$ cat src/rtl/cache_2way_cntrl.sv
// 2-way set-associative cache controller: hit compare, per-set LRU victim,
// dirty write-back (EVICT), pipelined line fill (FILL), pipeline stall.
// Optional hit/miss counters are built when CACHE_STATS_EN is defined.
module cache_2way_cntrl #(
  parameter int ADDR_W         = 16,
  parameter int IDX_W          = 8,
  parameter int WORDS_PER_LINE = 4,
  parameter int MEM_LAT        = 2,
  localparam int WB            = $clog2(WORDS_PER_LINE),
  localparam int OFF_W         = WB + 1,
  localparam int TAG_W         = ADDR_W - IDX_W - OFF_W
) (
  input  logic               clk,
  input  logic               rst,
  input  logic               rd,
  input  logic               wr,
  input  logic [ADDR_W-1:0]  addr,
  input  logic [15:0]        data_in,
  output logic [15:0]        data_out,
  output logic               done,
  output logic               cache_hit,
  output logic               stall,
  output logic               err,
  output logic [1:0]         way_en,
  output logic               way_comp,
  output logic               way_write,
  output logic               way_valid_in,
  output logic               way_dirty_in,
  output logic [IDX_W-1:0]   way_idx,
  output logic [OFF_W-1:0]   way_offset,
  output logic [TAG_W-1:0]   way_tag,
  output logic [15:0]        way_data_in,
  input  logic [1:0]         way_hit,
  input  logic [1:0]         way_valid,
  input  logic [1:0]         way_dirty,
  input  logic [2*TAG_W-1:0] way_tag_out,
  input  logic [31:0]        way_data_out,
  output logic [ADDR_W-1:0]  mem_addr,
  output logic [15:0]        mem_wdata,
  output logic               mem_wr,
  output logic               mem_rd,
  input  logic [15:0]        mem_rdata,
  input  logic               mem_stall
`ifdef CACHE_STATS_EN
  ,
  output logic [15:0]        hit_cnt,
  output logic [15:0]        miss_cnt
`endif
);

  typedef enum logic [1:0] {IDLE, COMP, EVICT, FILL} state_t;
  state_t state, nxt;

  // latched request (byte bit 0 is always zero for accepted requests)
  logic [ADDR_W-1:1]   addr_q;
  logic [15:0]         din_q;
  logic                op_q;       // 1 = write
  logic                vict_q;
  logic [WB-1:0]       ev_k;
  logic [WB:0]         iss_k;      // MSB set once all words issued
  logic [MEM_LAT:1]    vld_pipe;
  logic [MEM_LAT:1][WB-1:0] word_pipe;
  logic [2**IDX_W-1:0] lru;
  logic [15:0]         data_q;
  logic [15:0]         fill_buf;

  logic [TAG_W-1:0] tag_q;
  logic [IDX_W-1:0] idx_q;
  logic [WB-1:0]    word_q;
  assign tag_q  = addr_q[ADDR_W-1 -: TAG_W];
  assign idx_q  = addr_q[OFF_W +: IDX_W];
  assign word_q = addr_q[1 +: WB];

  logic accept, bad, hit, victim, need_ev, issue, ret, last_ret;
  logic [WB-1:0]    ret_word;
  logic [TAG_W-1:0] vtag;

  assign accept   = (state == IDLE) && (rd ^ wr) && !addr[0];
  assign bad      = (state == IDLE) && (rd | wr) && ((rd & wr) || addr[0]);
  assign hit      = |way_hit;
  assign victim   = !way_valid[0] ? 1'b0 : (!way_valid[1] ? 1'b1 : lru[idx_q]);
  assign need_ev  = victim ? (way_valid[1] & way_dirty[1]) : (way_valid[0] & way_dirty[0]);
  assign issue    = (state == FILL) && !iss_k[WB] && !mem_stall;
  assign ret      = (state == FILL) && vld_pipe[MEM_LAT];
  assign ret_word = word_pipe[MEM_LAT];
  assign last_ret = ret && (&ret_word);
  assign vtag     = vict_q ? way_tag_out[2*TAG_W-1:TAG_W] : way_tag_out[TAG_W-1:0];

  // state register
  always_ff @(posedge clk or negedge rst)
    if (!rst) state <= IDLE;
    else      state <= nxt;

  // next state and all array / memory / pipeline controls
  always_comb begin
    nxt          = state;
    stall        = (state != IDLE);
    done         = 1'b0;
    cache_hit    = 1'b0;
    data_out     = data_q;
    way_en       = 2'b00;
    way_comp     = 1'b0;
    way_write    = 1'b0;
    way_valid_in = 1'b0;
    way_dirty_in = 1'b0;
    way_idx      = '0;
    way_offset   = '0;
    way_tag      = '0;
    way_data_in  = '0;
    mem_addr     = '0;
    mem_wdata    = '0;
    mem_wr       = 1'b0;
    mem_rd       = 1'b0;
    case (state)
      IDLE: if (accept) nxt = COMP;
      COMP: begin
        way_en       = 2'b11;
        way_comp     = 1'b1;
        way_write    = op_q;
        way_valid_in = op_q;
        way_dirty_in = op_q;
        way_idx      = idx_q;
        way_offset   = {word_q, 1'b0};
        way_tag      = tag_q;
        way_data_in  = din_q;
        if (hit) begin
          done      = 1'b1;
          cache_hit = 1'b1;
          if (!op_q) data_out = way_hit[0] ? way_data_out[15:0] : way_data_out[31:16];
          nxt       = IDLE;
        end else begin
          nxt = need_ev ? EVICT : FILL;
        end
      end
      EVICT: begin
        // array read is combinational, so the word streams straight to memory
        way_en     = {vict_q, ~vict_q};
        way_idx    = idx_q;
        way_offset = {ev_k, 1'b0};
        mem_wr     = 1'b1;
        mem_wdata  = vict_q ? way_data_out[31:16] : way_data_out[15:0];
        mem_addr   = {vtag, idx_q, ev_k, 1'b0};
        if (!mem_stall && (&ev_k)) nxt = FILL;
      end
      FILL: begin
        if (issue) begin
          mem_rd   = 1'b1;
          mem_addr = {tag_q, idx_q, iss_k[WB-1:0], 1'b0};
        end
        if (ret) begin
          way_en       = {vict_q, ~vict_q};
          way_write    = 1'b1;
          way_valid_in = 1'b1;
          way_tag      = tag_q;
          way_idx      = idx_q;
          way_offset   = {ret_word, 1'b0};
          if (op_q && (ret_word == word_q)) begin
            way_data_in  = din_q;
            way_dirty_in = 1'b1;
          end else begin
            way_data_in  = mem_rdata;
          end
        end
        if (last_ret) begin
          done = 1'b1;
          if (!op_q) data_out = (ret_word == word_q) ? mem_rdata : fill_buf;
          nxt  = IDLE;
        end
      end
      default: nxt = IDLE;
    endcase
  end

  // request latch, beat counters, read-return pipeline, LRU and read data
  always_ff @(posedge clk or negedge rst) begin
    if (!rst) begin
      addr_q    <= '0;
      din_q     <= '0;
      op_q      <= 1'b0;
      vict_q    <= 1'b0;
      ev_k      <= '0;
      iss_k     <= '0;
      vld_pipe  <= '0;
      word_pipe <= '0;
      lru       <= '0;
      data_q    <= '0;
      fill_buf  <= '0;
      err       <= 1'b0;
    end else begin
      err          <= bad;
      vld_pipe[1]  <= issue;
      word_pipe[1] <= iss_k[WB-1:0];
      for (int i = 2; i <= MEM_LAT; i++) begin
        vld_pipe[i]  <= vld_pipe[i-1];
        word_pipe[i] <= word_pipe[i-1];
      end
      if (accept) begin
        addr_q <= addr[ADDR_W-1:1];
        din_q  <= data_in;
        op_q   <= wr;
        ev_k   <= '0;
        iss_k  <= '0;
      end
      if (state == COMP && !hit) vict_q <= victim;
      if (state == EVICT && !mem_stall) ev_k <= ev_k + WB'(1);
      if (issue) iss_k <= iss_k + (WB+1)'(1);
      if (ret && (ret_word == word_q) && !op_q) fill_buf <= mem_rdata;
      if (done && !op_q) data_q <= data_out;
      if (state == COMP && hit) lru[idx_q] <= way_hit[0];
      if (last_ret) lru[idx_q] <= ~vict_q;
    end
  end

`ifdef CACHE_STATS_EN
  // saturating hit / miss counters, one step per completed request
  always_ff @(posedge clk or negedge rst) begin
    if (!rst) begin
      hit_cnt  <= '0;
      miss_cnt <= '0;
    end else if (done) begin
      if (cache_hit && hit_cnt != 16'hFFFF)        hit_cnt  <= hit_cnt + 16'd1;
      else if (!cache_hit && miss_cnt != 16'hFFFF) miss_cnt <= miss_cnt + 16'd1;
    end
  end
`endif

endmodule

$ cat config.mk
export PLATFORM = sky130hd
export DESIGN_NAME = cache_2way_cntrl
export DESIGN_NICKNAME = d
export VERILOG_FILES = /design/src/rtl/cache_2way_cntrl.sv
export SDC_FILE = /design/constraint.sdc
export NUM_CORES = 1
export LEC_CHECK = 0
export ABC_AREA = 1
export BUFFER_PORTS_ARGS = -buffer_cell sky130_fd_sc_hd__buf_2
export CORE_AREA = 2 2 224 226
export DETAILED_ROUTE_END_ITERATION = 7
export DIE_AREA = 0 0 226 228
export PLACE_DENSITY = 0.61
export SLEW_MARGIN = 0
export SYNTH_ARGS = -nofsm -noshare
export SYNTH_HDL_FRONTEND = slang
export SYNTH_SLANG_ARGS = --single-unit
$ cat constraint.sdc
create_clock -name clk -period 3 [get_ports clk]
set_input_delay 0.6 -clock clk [delete_from_list [all_inputs] [get_ports clk]]
set_output_delay 0.6 -clock clk [all_outputs]
set_load 0.05 [all_outputs]
Yosys cells after proc, flatten, opt, wreduce, memory -nomap -nowiden. Cells that the tools add are included.

Flip-flop bits (word level): 335. Bits in latches: 0. Memory bits (writable): 0. Bits in read-only memories: 0. Input bits: 101. Output and inout bits: 92. Word-level logic and storage cells: 120. Memories kept: 0.

Add/subtract/negate cells: 2. $mul: 0. Div/mod/pow operators: 0. $lt $le $gt $ge: 2. Equality and inequality tests: 7. Shift-type cells: 0. Muxes and demuxes: 57. Bitwise gates (word level): 6. Reductions and logical operators: 32.

Operators with widths (number): $bwmux W256 (2); $mux W256 (2); $mux W16 (11); $pmux W16 S2 (3); $logic_and A1 B1 Y1 (17); $mux W1 (16); $pmux W8 S2 (1); $mux W2 (7); $mux W5 (2); $pmux W5 S2 (1); $lt A8 B9 Y1 const B (1); $mux W3 (3); $pmux W3 S3 (1); $bmux W1 S8 (1); $demux W1 S8 (1); $ge A8 B1 Y1 const B (1); $mux W8 (1); $pmux W2 S4 (1); $ne A2 B2 Y1 const B (3); $pmux W1 S2 (3); $pmux W2 S3 (1); $reduce_bool A2 Y1 (3); $logic_not A1 Y1 (5); $eq A2 B2 Y1 const B (2); 13 further kinds (17).

Depth between registers and ports, before layout.
Depth in word-level cells: 8. Depth in mapped cells: 21. Depth with buffers taken out: 18.

Least setup slack after synthesis. OpenSTA, ideal clock, no wires.

Path kind: register to output. From: register (tool-made name). To: output data_out[0]. Data arrival time: 2.714 ns. Required time: 2.400 ns. Setup slack: -0.314 ns. Stages on the path, launching flop included: 9. Buffers on the path: 2. Cell sequence: dfrtp_1 inv_1 ha_1 clkbuf_1 inv_1 nor2_1 nor2_1 clkbuf_1 o221ai_1.

RTL lines: to (decl) (line 19) `output logic [15:0] data_out,`.

==> impl_metrics.yaml <==
yosys:
  ys_top_cells_by_area: "dfrtp_1 (38%), nand2_1 (19%), nor2_1 (9.1%)"
  avgSynthCellArea_um2: 6.508
  ys_ff_latch: 335
  synth_cell_types: 35
  seq_area_frac_synth_pct: 38.15
  syn_inst: 3377
  synth_area_um2: 21980
  synth_area_leader_cell: "dfrtp_1"
  synth_top_area_share_pct: 38.15
  ys_warn_count: 0
route:
  drc_errors: 0
  firstDrtPassIters: 6
  drtIter0Drc: 2401
  vias_per_cell: 5.822
  wl_per_cell_um: 20.17
  final_antenna_net_count: 0
  vias: 24400
  totalWireLength_um: 84520
clock_tree:
  insertion_delay_ns: 0.58
  cts_num_sinks: 335
  cts_hold_buf: 0
  numCtsBuffers: 42
  cts_tree: "built"
  h-tree-depth: 2
  clockRootBuffer: "clkbuf_16"
  clkTransAtPathRegs_ns: 0.06
  clockBufferDepth: 3
worst_setup_path:
  critical_path_class: "flip-flop to output pin"
  cp.required_ns: 2.40
  cp_max_fo: 8
  start_kind: "flip-flop"
  arrival_ns: 2.39
  endpoint_kind: "output pin"
layout:
  fin_area_um2: 26020
  mostFrequentLayoutCell: "nand2_1"
  area_growth_pct: 18.38
  multi_input_area_um2: 12140
  num-fill-cells: 4818
  fin_nets: 3597
  layout-drive-gt1-share_pct: 13.16
  diodes: 0
  layout_common_cells: "nand2_1 (1093), nor2_1 (523), o21ai_0 (335), dfrtp_1 (330), inv_1 (213)"
  area.sequential_um2: 8394
timing:
  layout_setup_ws_ns: 0.01313
  slew_violations: 0
  finalCriticalPeriod_ns: 2.987
  rsz0062_at_grt: "yes"
  fmax_ghz: 0.3348
  tightest_slew_ns: 1.091
  tns_ns: 0
  finalHoldViolations: 0
  fin_crit_sh_pct: 99.56
  hold_ws_ns: 0.01598
  finClkSkew_ns: 0.01884
  setup_viol: 0
  relSlewSlack_pct: 27.29
job:
  cap_viol_max_count: 0
floorplanning:
  die_h_um: 228
  die-area_um2: 51530
  start_util_pct: 44.53
  core_area_um2: 49350
  die_w_um: 226
  rows: 82
  io_pins: 193
place:
  io_buffers: 190
  place_area_um2: 24010
  hpwl_um: 50630
  gp_congestion: 0.9094
  dp_slack_ns: 0.2221
power:
  powerDensity_nw_per_um2: 1020
  p_leak_nw: 11.85
  power_mw: 26.54
  peakVddDrop_v: 0.0009944
global_routing:
  grt_pass1_wl_um: 132700
  antenna_found_initial: 4
  grt_max_degree: 177
  grt_pass1_vias: 23840
  grt_overflow_total: 0
  grt.total_usage_pct: 32.75
outcome:
  status: "finished clean"
min_path:
  min_path_type: "input pin to async pin"
per-layer routing:
metal  up-vias  wire length, µm  track usage [%]
met5         -               51                0
met4         8             4548            16.97
met3       259             7134            5.925
li1      11360                -                -
met2      1165            38800            52.83
met1     11600            33980            41.89
through the flow:
stage / cells / util (%)
after global routing: 4190 / 52.72
after global placement: 4094 / 48.65
after detailed placement: 4094 / 48.65
final: 4190 / 52.72
after floorplan: 3378 / -
after CTS: 4182 / 52.32
synthesized netlist by cell type:
cell      number
buf_6          3
nor3_1        20
a22oi_1       54
nor2_2         6
o221ai_1      32
nand3_1       76
nand4_1       22
dfrtp_1      335
o21ai_1       10
inv_2         16
a221oi_1      28
o21ai_0      364
nor2_4         1
o211ai_1      46
a21oi_1       81
o22ai_1       24
ha_1           9
inv_1        219
nor3b_1        1
a31oi_1      127
a22o_1         1
nand2_2        2
buf_2         55
nor2_1       535
clkinv_1       5
nand2_1     1094
buf_4          5
a211oi_1       7
o31ai_1        2
clkbuf_1     162
a21boi_0       2
conb_1         1
buf_1         14
xnor2_1        2
mux2i_1       16
sequential cells by signal (all words and copies together) (netlist names), named ones only:
signal / cells
vict_q: 1
ev_k: 2
iss_k: 3
ret_word: 2
err: 1
addr_q: 15
vld_pipe: 2
word_pipe: 2
op_q: 1
lru: 256
fill_buf: 16
data_q: 16
state: 1
din_q: 16
path summary, 6_finish.rpt:
| path | startpoint | end | slack (ns) | depth (start not counted) |
|---|---|---|---|---|
| worst max-delay path | flip-flop | data_out[5] | 0.01 | 11 |
| worst min-delay path | rst | lru[90] | 0.02 | 1 |
| worst max register to register | addr_q[3] | lru[105] | 0.21 | 9 |
| worst min register to register | vld_pipe[1] | vld_pipe[2] | 0.35 | 0 |
| max in group asynchronous | rst | lru[255] | 2.12 | 2 |
| min in group clk | addr[5] | addr_q[5] | 0.23 | 3 |
cell families after synthesis:
kind of cell | count (synthesis) | share of synthesized area, %
and+or+nand+nor | 1757 | 30.95
AOI/OAI and AO/OA | 778 | 20.88
buffers and inverters | 479 | 8.683
DFF | 335 | 38.15
muxes | 16 | 0.7287
adders and majority gates | 9 | 0.5124
xor gates and xnor gates | 2 | 0.07972
other | 1 | 0.01706
where the power goes:
part	switching [mW]	internal, mW
combinational	10.4	4.11
clock	2.08	3.04
sequential	0.949	5.95
critical path, stage by stage, from the launching register on:
cell	delay, ns
dfrtp_2	0.42
ha_4	0.17
nand2_4	0.06
inv_4	0.06
nand3_4	0.07
nor2_4	0.17
buf_6	0.16
buf_16	0.14
nor2_1	0.04
o21ai_1	0.19
o221ai_2	0.15
buf_6	0.18
cell type report:
class,instances,area share [%]
multi-input combinational,2564,46.68
clock buffer,69,5.021
tap,672,3.232
sequential,335,32.27
clock inverter,6,0.2212
inverter,240,3.506
timing repair buffer,304,9.075
repair_timing:
action | CTS | global route
gates cloned | 3 | 3
buffers inserted | 10 | 5
pin swaps | 14 | 7
resized for setup | 112 | 32
endpoints found under the setup margin | 48 | 33
(Power assumes the default switching activity.)
